==> src/rtl/decoder_3to8_strobe.sv <==
// Queued 3-to-8 one-hot strobe decoder: codes enter a small FIFO and are replayed
// as a one-hot pulse held PULSE_LEN cycles, followed by GAP_LEN forced idle cycles.
module decoder_3to8_strobe #(
  parameter int DEPTH     = 4,
  parameter int PULSE_LEN = 3,
  parameter int GAP_LEN   = 1
) (
  input  logic                     clk,
  input  logic                     rst_n,
  input  logic                     in_valid,
  output logic                     in_ready,
  input  logic [2:0]               in_code,
  input  logic                     en,
  output logic [7:0]               out,
  output logic                     out_valid,
  output logic                     busy,
  output logic [$clog2(DEPTH):0]   level
);

  localparam int PTR_W   = $clog2(DEPTH);
  localparam int LVL_W   = PTR_W + 1;
  localparam int PG_MAX  = (PULSE_LEN > GAP_LEN) ? PULSE_LEN : GAP_LEN;
  localparam int CNT_MAX = (PG_MAX > 2) ? PG_MAX : 2;
  localparam int CNT_W   = $clog2(CNT_MAX);

  localparam logic [CNT_W-1:0] PULSE_LD = CNT_W'(PULSE_LEN - 1);
  localparam logic [CNT_W-1:0] GAP_LD   = (GAP_LEN > 0) ? CNT_W'(GAP_LEN - 1) : '0;
  localparam logic [LVL_W-1:0] FULL_LVL = LVL_W'(DEPTH);

  typedef enum logic [1:0] {
    IDLE  = 2'd0,
    DRIVE = 2'd1,
    GAP   = 2'd2
  } state_t;

  function automatic logic [7:0] decode(input logic [2:0] code);
    decode = 8'b1 << code;
  endfunction

  logic [2:0]       mem_q [DEPTH];
  logic [PTR_W-1:0] wr_ptr_q, rd_ptr_q;
  logic [LVL_W-1:0] level_q;
  logic             full, empty, push, pop;

  state_t           state_q, state_d;
  logic [CNT_W-1:0] cnt_q, cnt_d;
  logic [7:0]       out_q, out_d;
  logic [2:0]       head;

  assign full  = (level_q == FULL_LVL);
  assign empty = (level_q == '0);
  assign push  = in_valid && !full;
  assign head  = mem_q[rd_ptr_q];

  // Storage carries data only, so it is left out of the reset domain.
  always_ff @(posedge clk) begin
    if (push) begin
      mem_q[wr_ptr_q] <= in_code;
    end
  end

  always_ff @(posedge clk or negedge rst_n) begin
    if (!rst_n) begin
      wr_ptr_q <= '0;
      rd_ptr_q <= '0;
      level_q  <= '0;
    end else begin
      if (push) begin
        wr_ptr_q <= wr_ptr_q + 1'b1;
      end
      if (pop) begin
        rd_ptr_q <= rd_ptr_q + 1'b1;
      end
      case ({push, pop})
        2'b10:   level_q <= level_q + 1'b1;
        2'b01:   level_q <= level_q - 1'b1;
        default: level_q <= level_q;
      endcase
    end
  end

  always_ff @(posedge clk or negedge rst_n) begin
    if (!rst_n) begin
      state_q <= IDLE;
      cnt_q   <= '0;
      out_q   <= '0;
    end else begin
      state_q <= state_d;
      cnt_q   <= cnt_d;
      out_q   <= out_d;
    end
  end

  // en is only consulted at the points where a new code could be popped.
  always_comb begin
    state_d = state_q;
    cnt_d   = cnt_q;
    out_d   = out_q;
    pop     = 1'b0;
    case (state_q)
      IDLE: begin
        out_d = '0;
        if (!empty && en) begin
          pop     = 1'b1;
          out_d   = decode(head);
          cnt_d   = PULSE_LD;
          state_d = DRIVE;
        end
      end
      DRIVE: begin
        if (cnt_q != '0) begin
          cnt_d = cnt_q - 1'b1;
        end else if (GAP_LEN > 0) begin
          out_d   = '0;
          cnt_d   = GAP_LD;
          state_d = GAP;
        end else if (!empty && en) begin
          pop     = 1'b1;
          out_d   = decode(head);
          cnt_d   = PULSE_LD;
          state_d = DRIVE;
        end else begin
          out_d   = '0;
          state_d = IDLE;
        end
      end
      GAP: begin
        out_d = '0;
        if (cnt_q != '0) begin
          cnt_d = cnt_q - 1'b1;
        end else begin
          state_d = IDLE;
        end
      end
      default: begin
        out_d   = '0;
        cnt_d   = '0;
        state_d = IDLE;
      end
    endcase
  end

  assign in_ready  = !full;
  assign out       = out_q;
  assign out_valid = |out_q;
  assign busy      = (state_q != IDLE) || !empty;
  assign level     = level_q;

  a_onehot : assert property (@(posedge clk) disable iff (!rst_n) $onehot0(out_q));
  a_level  : assert property (@(posedge clk) disable iff (!rst_n) level_q <= FULL_LVL);

endmodule
==> config.mk <==
export PLATFORM = sky130hd
export DESIGN_NAME = decoder_3to8_strobe
export DESIGN_NICKNAME = d
export VERILOG_FILES = /design/src/rtl/decoder_3to8_strobe.sv
export SDC_FILE = /design/constraint.sdc
export NUM_CORES = 1
export LEC_CHECK = 0
export ABC_AREA = 0
export CAP_MARGIN = 20
export CORE_MARGIN = 5
export CORE_UTILIZATION = 57
export DETAILED_ROUTE_END_ITERATION = 16
export PLACE_DENSITY = 0.83
export SLEW_MARGIN = 20
export SYNTH_ARGS = -nofsm -noshare
export SYNTH_HDL_FRONTEND = slang
export SYNTH_SLANG_ARGS = --single-unit
==> constraint.sdc <==
create_clock -name clk -period 5 [get_ports clk]
set_input_delay 0.75 -clock clk [delete_from_list [all_inputs] [get_ports clk]]
set_output_delay 0.75 -clock clk [all_outputs]
set_load 0.02 [all_outputs]
==> summary.md, run 1 <==
| Metric | Value |
|---|---|
| Vias/cell | `5.56` |
| CP delay by family, top | `buffers and inverters` |
| Rows | `18` |
| Final Hold Fails | `0` |
| TritonCTS clock tree | `done` |
| Slew HR | `42.0%` |
| Synth cell count leaders | `dfrtp_1 (19), inv_1 (13), edfxtp_1 (12)` |
| Hold Slack | `523 ps` |
| Prevailing post-synth register cell | `dfrtp_1` |
| CTS sink cnt | `31` |
| Critical Path Max Stage Delay | `580 ps` |
| TritonRoute pass-1 iters | `4` |
| Crit Path Class | `flip-flop to primary output` |
| Largest family of logic cells by synthesized area | `simple AND/OR/NAND/NOR gates` |
| Total grt overflow | `0` |
| Post-Synth Adder-Cell Area | `8.14%` |
| XOR/XNOR share of the synthesized area | `4.16%` |
| Layout Cells excl Fill | `169` |
| Hold Buf Count CTS | `0` |
| Ports | `21` |
| Root buf cell | `clkbuf_4` |
| Number of flops mapped to enable cells by yosys | `12` |
| Clock transition at path regs | `90 ps` |
| Status | `finished clean` |
| Multi-input logic area | `574 um^2` |
| Most frequent cell after synthesis | `dfrtp_1` |
| NumNets Final | `154` |
| Hpwl dp | `1920 um` |
| Worst min path class | `flip-flop to flip-flop` |
| Area share of the largest cell type after synthesis | `32.2%` |
| GP Congestion | `0.790` |
| Postcts setup bufs | `0` |
| Worst setup SP type | `flip-flop` |
| Max Clock Skew | `11.4 ps` |
| Die width | `60.9 um` |
| Unrepaired setup endpoints after global routing | `no` |
| Final worst path period need | `2590 ps` |
| Synth area leader | `dfrtp_1` |
| WP data required | `4250 ps` |
| Final Max Tran Viols | `0` |
| Post-synthesis cell type count | `32` |
| GRT Total Usage | `17.3%` |
| WL/cell | `15.2 um` |
| Yosys synthesis warning count | `0` |
| Total Wirelength | `2570 um` |
| PwrDens | `626 mW/mm^2` |
| CP max FO | `7` |
| Diode count | `0` |
| 1st-iter DRT viols | `16` |
| Crit-path slowest cell | `clkdlybuf4s50_1` |
| Largest net degree at the start of global routing | `20` |
| Layout cell share with drive strength beyond 1 | `11.5%` |
| Syn nets | `129` |
| VDD IR max | `485 uV` |
| Register area | `836 um^2` |
| First-pass GRT wire length | `4550 um` |
| LEAKAGE | `0.767 nW` |
| Die Span Y | `60.9 um` |
| Clk buf depth | `2` |
| Post-Syn Instances | `113` |
| Remaining DRCs | `0` |
| Compound-Gate Fraction of Synth Area | `8.99%` |
| Synth area leaders | `dfrtp_1 (32%), edfxtp_1 (24%), ha_1 (6.8%)` |
| Post-synthesis mux area share | `6.02%` |
| # setup viols final | `0` |
| GRT busiest layer | `met2` |
| CTS H-tree lvls | `2` |
| Vias in the first global route | `1,013` |
| ANT nets after route | `0` |
| Post-Syn Area | `0.00148 mm^2` |
| Initial Util | `59.5%` |
| Cell breakdown of the critical path | `or3b_1, clkdlybuf4s50_1` |
| CORE AREA | `0.00248 mm^2` |
| Layout fillers | `193` |
| # resized after CTS | `0` |
| FFs w/ async S/R, synth | `61.3%` |
| Grt met3 use | `6.38%` |
| Post-place instance area | `0.00170 mm^2` |
| Post-synthesis sequential area ratio | `56.7%` |
| Total CTS buffers | `5` |
| Initial antenna violation count | `0` |
| Crit path buf inv count | `1` |
| CP endpoint kind | `primary output` |
| Final Power | `1.11 mW` |
| Max_cap viols | `0` |
| Worst-Skew Late Latency | `330 ps` |
| Fin crit share | `51.8%` |
| Post-Syn Area per Cell | `13.1 um^2` |
| Fin Setup TNS | `0 ps` |
| CP Data Arrival Time | `1840 ps` |
| Total number of vias | `939` |
| GRT met1 Usage | `19.2%` |
| P&R area growth vs syn | `20.2%` |
| Port bufs | `20` |
| Post-synthesis simple-gate area fraction | `11.6%` |
| Grt met2 use | `28.9%` |
| Seq cells post-synth | `31` |
| Worst-margin pin slew | `867 ps` |
| Achievable frequency | `0.386 GHz` |
| Design Area, Final | `0.00177 mm^2` |
| Die area | `0.00371 mm^2` |
| Placed Cells | `161` |
report_power, final:
| group | leakage, nW | switching (mW) | total [mW] | internal, mW |
|---|---|---|---|---|
| registers | 0.352 | 0.0881 | 0.434 | 0.346 |
| logic | 0.372 | 0.256 | 0.490 | 0.234 |
| clock network | 0.0426 | 0.0835 | 0.186 | 0.103 |
| total | 0.767 | 0.428 | 1.11 | 0.682 |
cell families (layout without fill, tap and decap cells):
family / Yosys count / count (layout)
buffers and inverters: 15 / 41
flip-flops: 31 / 31
adder cells (fa/ha/maj): 9 / 9
AO/OA/AOI/OAI: 17 / 17
XOR/XNOR: 7 / 7
AND/OR/NAND/NOR: 29 / 29
multiplexers: 5 / 5
registers in the layout, summed over array words and instances, names as in the netlist:
register / count
mem_q: 12
wr_ptr_q: 2
rd_ptr_q: 2
level: 3
cnt_q: 2
out: 8
state_q: 2
final timing paths:
kind,cells after the start,slack (ps),to,start
setup / recovery,2,2410,in_ready,level[1]
hold / removal,2,520,out[1],out[1]
setup reg to reg,9,2690,level[2],level[1]
hold reg to reg,2,520,out[1],out[1]
max in group asynchronous,1,3550,level[1],rst_n
min in group asynchronous,1,900,out[5],rst_n
per-stage QoR:
step	worst slack, ps	utilization, %
detailed placement	2260	68.5
global placement	2370	68.5
finish	2410	71.6
floorplan	2670	-
global route	2340	71.6
CTS	2380	71.6
layout make-up:
type / instances / area share (%)
Clock buffer: 5 / 2.12
Clock inverter: 3 / 2.19
Inverter: 13 / 2.75
Multi-Input combinational cell: 67 / 32.4
Sequential cell: 31 / 47.1
Tap cell: 30 / 2.12
Timing Repair Buffer: 20 / 11.3
placed cells by master (no fill, tap or decap), drive strengths merged, types with 2 or more instances in the layout:
master and count:
inv 13, ha 8, dfrtp 19, nor2 3, nand2 10, mux4 3, xnor2 5, nor2b 2
clkinv 2, xor2 2, clkbuf 5, o31ai 5, clkdlybuf4s50 20, nor4 3, o21ai 4, edfxtp 12
and3 4, nand3 2, a32o 4
worst min-delay path, delay by kind of cell, from the launching register on:
kind / cells / cell delay, ps
simple gates: 1 / 60
flops: 1 / 380
compound gates: 1 / 60
routing by layer:
layer | vias to the layer above | wire (um)
met5 | - | 0
met4 | 0 | 39
met3 | 4 | 129
met2 | 23 | 1310
met1 | 455 | 1100
li1 | 457 | -
No activity file was read; power rests on OpenSTA's default activity.
==> run 2: changes to the inputs <==
CORE_UTILIZATION = 53   (was 57)
PLACE_DENSITY = 0.78   (was 0.83)
clock period = 2.4 ns   (was 5 ns; I/O delays follow)
==> run 2 against run 1 <==
Compared with the run above: register-to-register slack got worse by 2400 ps; sequential share of layout area fell by 0.53 points; power rose by 100%; via count rose by 1.7%; combinational power rose by 130%; clock power rose by 54%; utilization fell by 5.4 points; clock skew fell by 1.5 ps; largest power group unchanged.
==> summary.md, run 2 (synthesis gave the netlist of run 1 again) <==
| Metric | Value |
|---|---|
| Max Clock Skew | `9.87 ps (-1.52 ps)` |
| Largest net degree at the start of global routing | `20 (unchanged)` |
| Layout fillers | `236 (+22%)` |
| Crit-path slowest cell | `clkdlybuf4s50_1` |
| Commonest cells after routing, fill and taps aside | `clkdlybuf4s50_1 (20), dfrtp_1 (19), inv_1 (13)` |
| CORE AREA | `0.00271 mm^2 (+9.4%)` |
| GRT Total Usage | `15.7% (-1.6 points)` |
| R2R depth | `9 (unchanged)` |
| Final Max Tran Viols | `0 (unchanged)` |
| Layout cell share with drive strength beyond 1 | `14.5% (+3.0 points)` |
| Worst-margin pin slew | `647 ps (-220 ps)` |
| Switching component of the power | `0.900 mW (+110%)` |
| Top sig layer | `met4` |
| Total number of vias | `955 (+1.7%)` |
| Total CTS buffers | `5 (unchanged)` |
| Final Hold Fails | `0 (unchanged)` |
| Achievable frequency | `0.458 GHz` |
| Rows | `19 (+1)` |
| Hold Buf Count CTS | `0 (unchanged)` |
| CP endpoint kind | `primary output` |
| Clock transition at path regs | `100 ps (about the same)` |
| GP Congestion | `0.756 (-4.3%)` |
| Clk pwr share | `12.6% (-4.2 points)` |
| LEAKAGE | `0.782 nW (+2.0%)` |
| Status | `finished clean` |
| Share of power burned in registers | `37.7% (-1.4 points)` |
| Die width | `62.8 um (+3.1%)` |
| Die area | `0.00394 mm^2 (+6.3%)` |
| TritonCTS clock tree | `done` |
| PwrDens | `1270 mW/mm^2 (+100%)` |
| TritonRoute pass-1 iters | `4 (unchanged)` |
| Detail Route met2 WL | `1280 um (-2.1%)` |
| ANT nets after route | `0 (unchanged)` |
| Postcts setup bufs | `0 (unchanged)` |
| Final Power | `2.27 mW (+100%)` |
| Vias in the first global route | `1,013 (unchanged)` |
| Critical Path Max Stage Delay | `530 ps (-50 ps)` |
| Final worst path period need | `2180 ps` |
| Sw Share | `39.6% (+1.1 points)` |
| Commonest non-fill, non-tap cell in the layout | `clkdlybuf4s50_1` |
| NumNets Final | `160 (+3.9%)` |
| Die Span Y | `62.8 um (+3.1%)` |
| Worst setup SP type | `flip-flop` |
| Initial antenna violation count | `0 (unchanged)` |
| Final core utilization | `66.2% (-5.4 points)` |
| Fin Setup TNS | `0 ps (unchanged)` |
| Initial Util | `54.4% (-5.1 points)` |
| Combinational Power Share | `49.6% (+5.5 points)` |
| Crit Path Class | `flip-flop to primary output` |
| VDD IR max | `1010 uV (+110%)` |
| CP max FO | `5 (-2)` |
| Fin crit share | `90.9%` |
| Diode count | `0 (unchanged)` |
| Pint | `1.37 mW (+100%)` |
| CP delay by family, top | `buffers and inverters` |
| Crit path depth | `3 (+1)` |
| Max reg flops | `12 (unchanged)` |
| P&R area growth vs syn | `21.5%` |
| Max_cap viols | `0 (unchanged)` |
| # resized after CTS | `0 (unchanged)` |
| Hpwl dp | `1980 um (+3.1%)` |
| Port bufs | `20 (unchanged)` |
| Remaining DRCs | `0 (unchanged)` |
| First-pass GRT wire length | `4740 um (+4.1%)` |
| Total grt overflow | `0 (unchanged)` |
| Vias/cell | `5.43 (-2.3%)` |
| Metal1 wirelength | `1100 um (about the same)` |
| Slew HR | `56.5% (+14 points)` |
| Setup ws final | `218 ps (-2190 ps)` |
| Unrepaired setup endpoints after global routing | `no` |
| WL/cell | `14.7 um (-3.4%)` |
| Worst-Skew Late Latency | `330 ps (about the same)` |
| CP Data Arrival Time | `1820 ps (-20 ps)` |
| Routed wl met3 | `162 um (+26%)` |
| Root buf cell | `clkbuf_4` |
| DP Worst Slack | `65.4 ps (-2190 ps)` |
| 1st-iter DRT viols | `30 (+14)` |
| WP data required | `2040 ps (-2210 ps)` |
| Cell breakdown of the critical path | `or3b_1, buf_4, clkdlybuf4s50_1` |
| CTS H-tree lvls | `2 (unchanged)` |
| Crit path buf inv count | `2 (+1)` |
| Total Wirelength | `2590 um (+0.62%)` |
| # setup viols final | `0 (unchanged)` |
| Ports | `21 (unchanged)` |
| Clk buf depth | `2 (unchanged)` |
| CTS sink cnt | `31 (unchanged)` |
| Largest Register | `mem_q` |
| Worst min path class | `primary input to async pin` |
## run 2: through the flow
step | cells | hold slack (ps) | cell area (um^2)
6_report | 176 | 356 | 1790
5_1_grt | 176 | 364 | 1790
4_1_cts | 176 | 359 | 1790
3_5_place_dp | 168 | 506 | 1740
3_3_place_gp | 168 | 489 | 1740
2_1_floorplan | 113 | 64.4 | 1480
## run 2: power groups by stage
| stage | registers, mW | logic, mW | clock network [mW] |
|---|---|---|---|
| floorplan | 0.918 | 0.677 | 0 |
| global placement | 0.860 | 1.09 | 0 |
| detailed placement | 0.873 | 1.13 | 0 |
| CTS | 0.862 | 1.14 | 0.290 |
| global route | 0.886 | 1.25 | 0.318 |
| finish | 0.857 | 1.13 | 0.287 |
## run 2: final timing paths
path | to | slack, ps | from
worst max register to register | level[2] | 260 | level[1]
min in group clk | out[5] | 520 | out[5]
max in group asynchronous | out[6] | 1840 | rst_n
worst max-delay path | in_ready | 220 | level[1]
worst min register to register | out[5] | 520 | out[5]
worst min-delay path | rd_ptr_q[0] | 360 | rst_n
## run 2: per-layer routing
layer | track usage, % | vias up
met5 | 0 | -
met4 | 6.37 | 0
met3 | 7.37 | 4
met2 | 24.6 | 24
met1 | 18.5 | 458
li1 | - | 469
## run 2: final cells by class
class | instances | area [um^2] | area share [%]
inverter | 13 | 48.8 | 2.72
multi-input combinational | 67 | 574 | 32.0
tap | 31 | 38.8 | 2.16
sequential | 31 | 836 | 46.6
clock inverter | 1 | 5.00 | 0.279
timing repair buffer | 26 | 245 | 13.7
clock buffer | 7 | 45.0 | 2.51
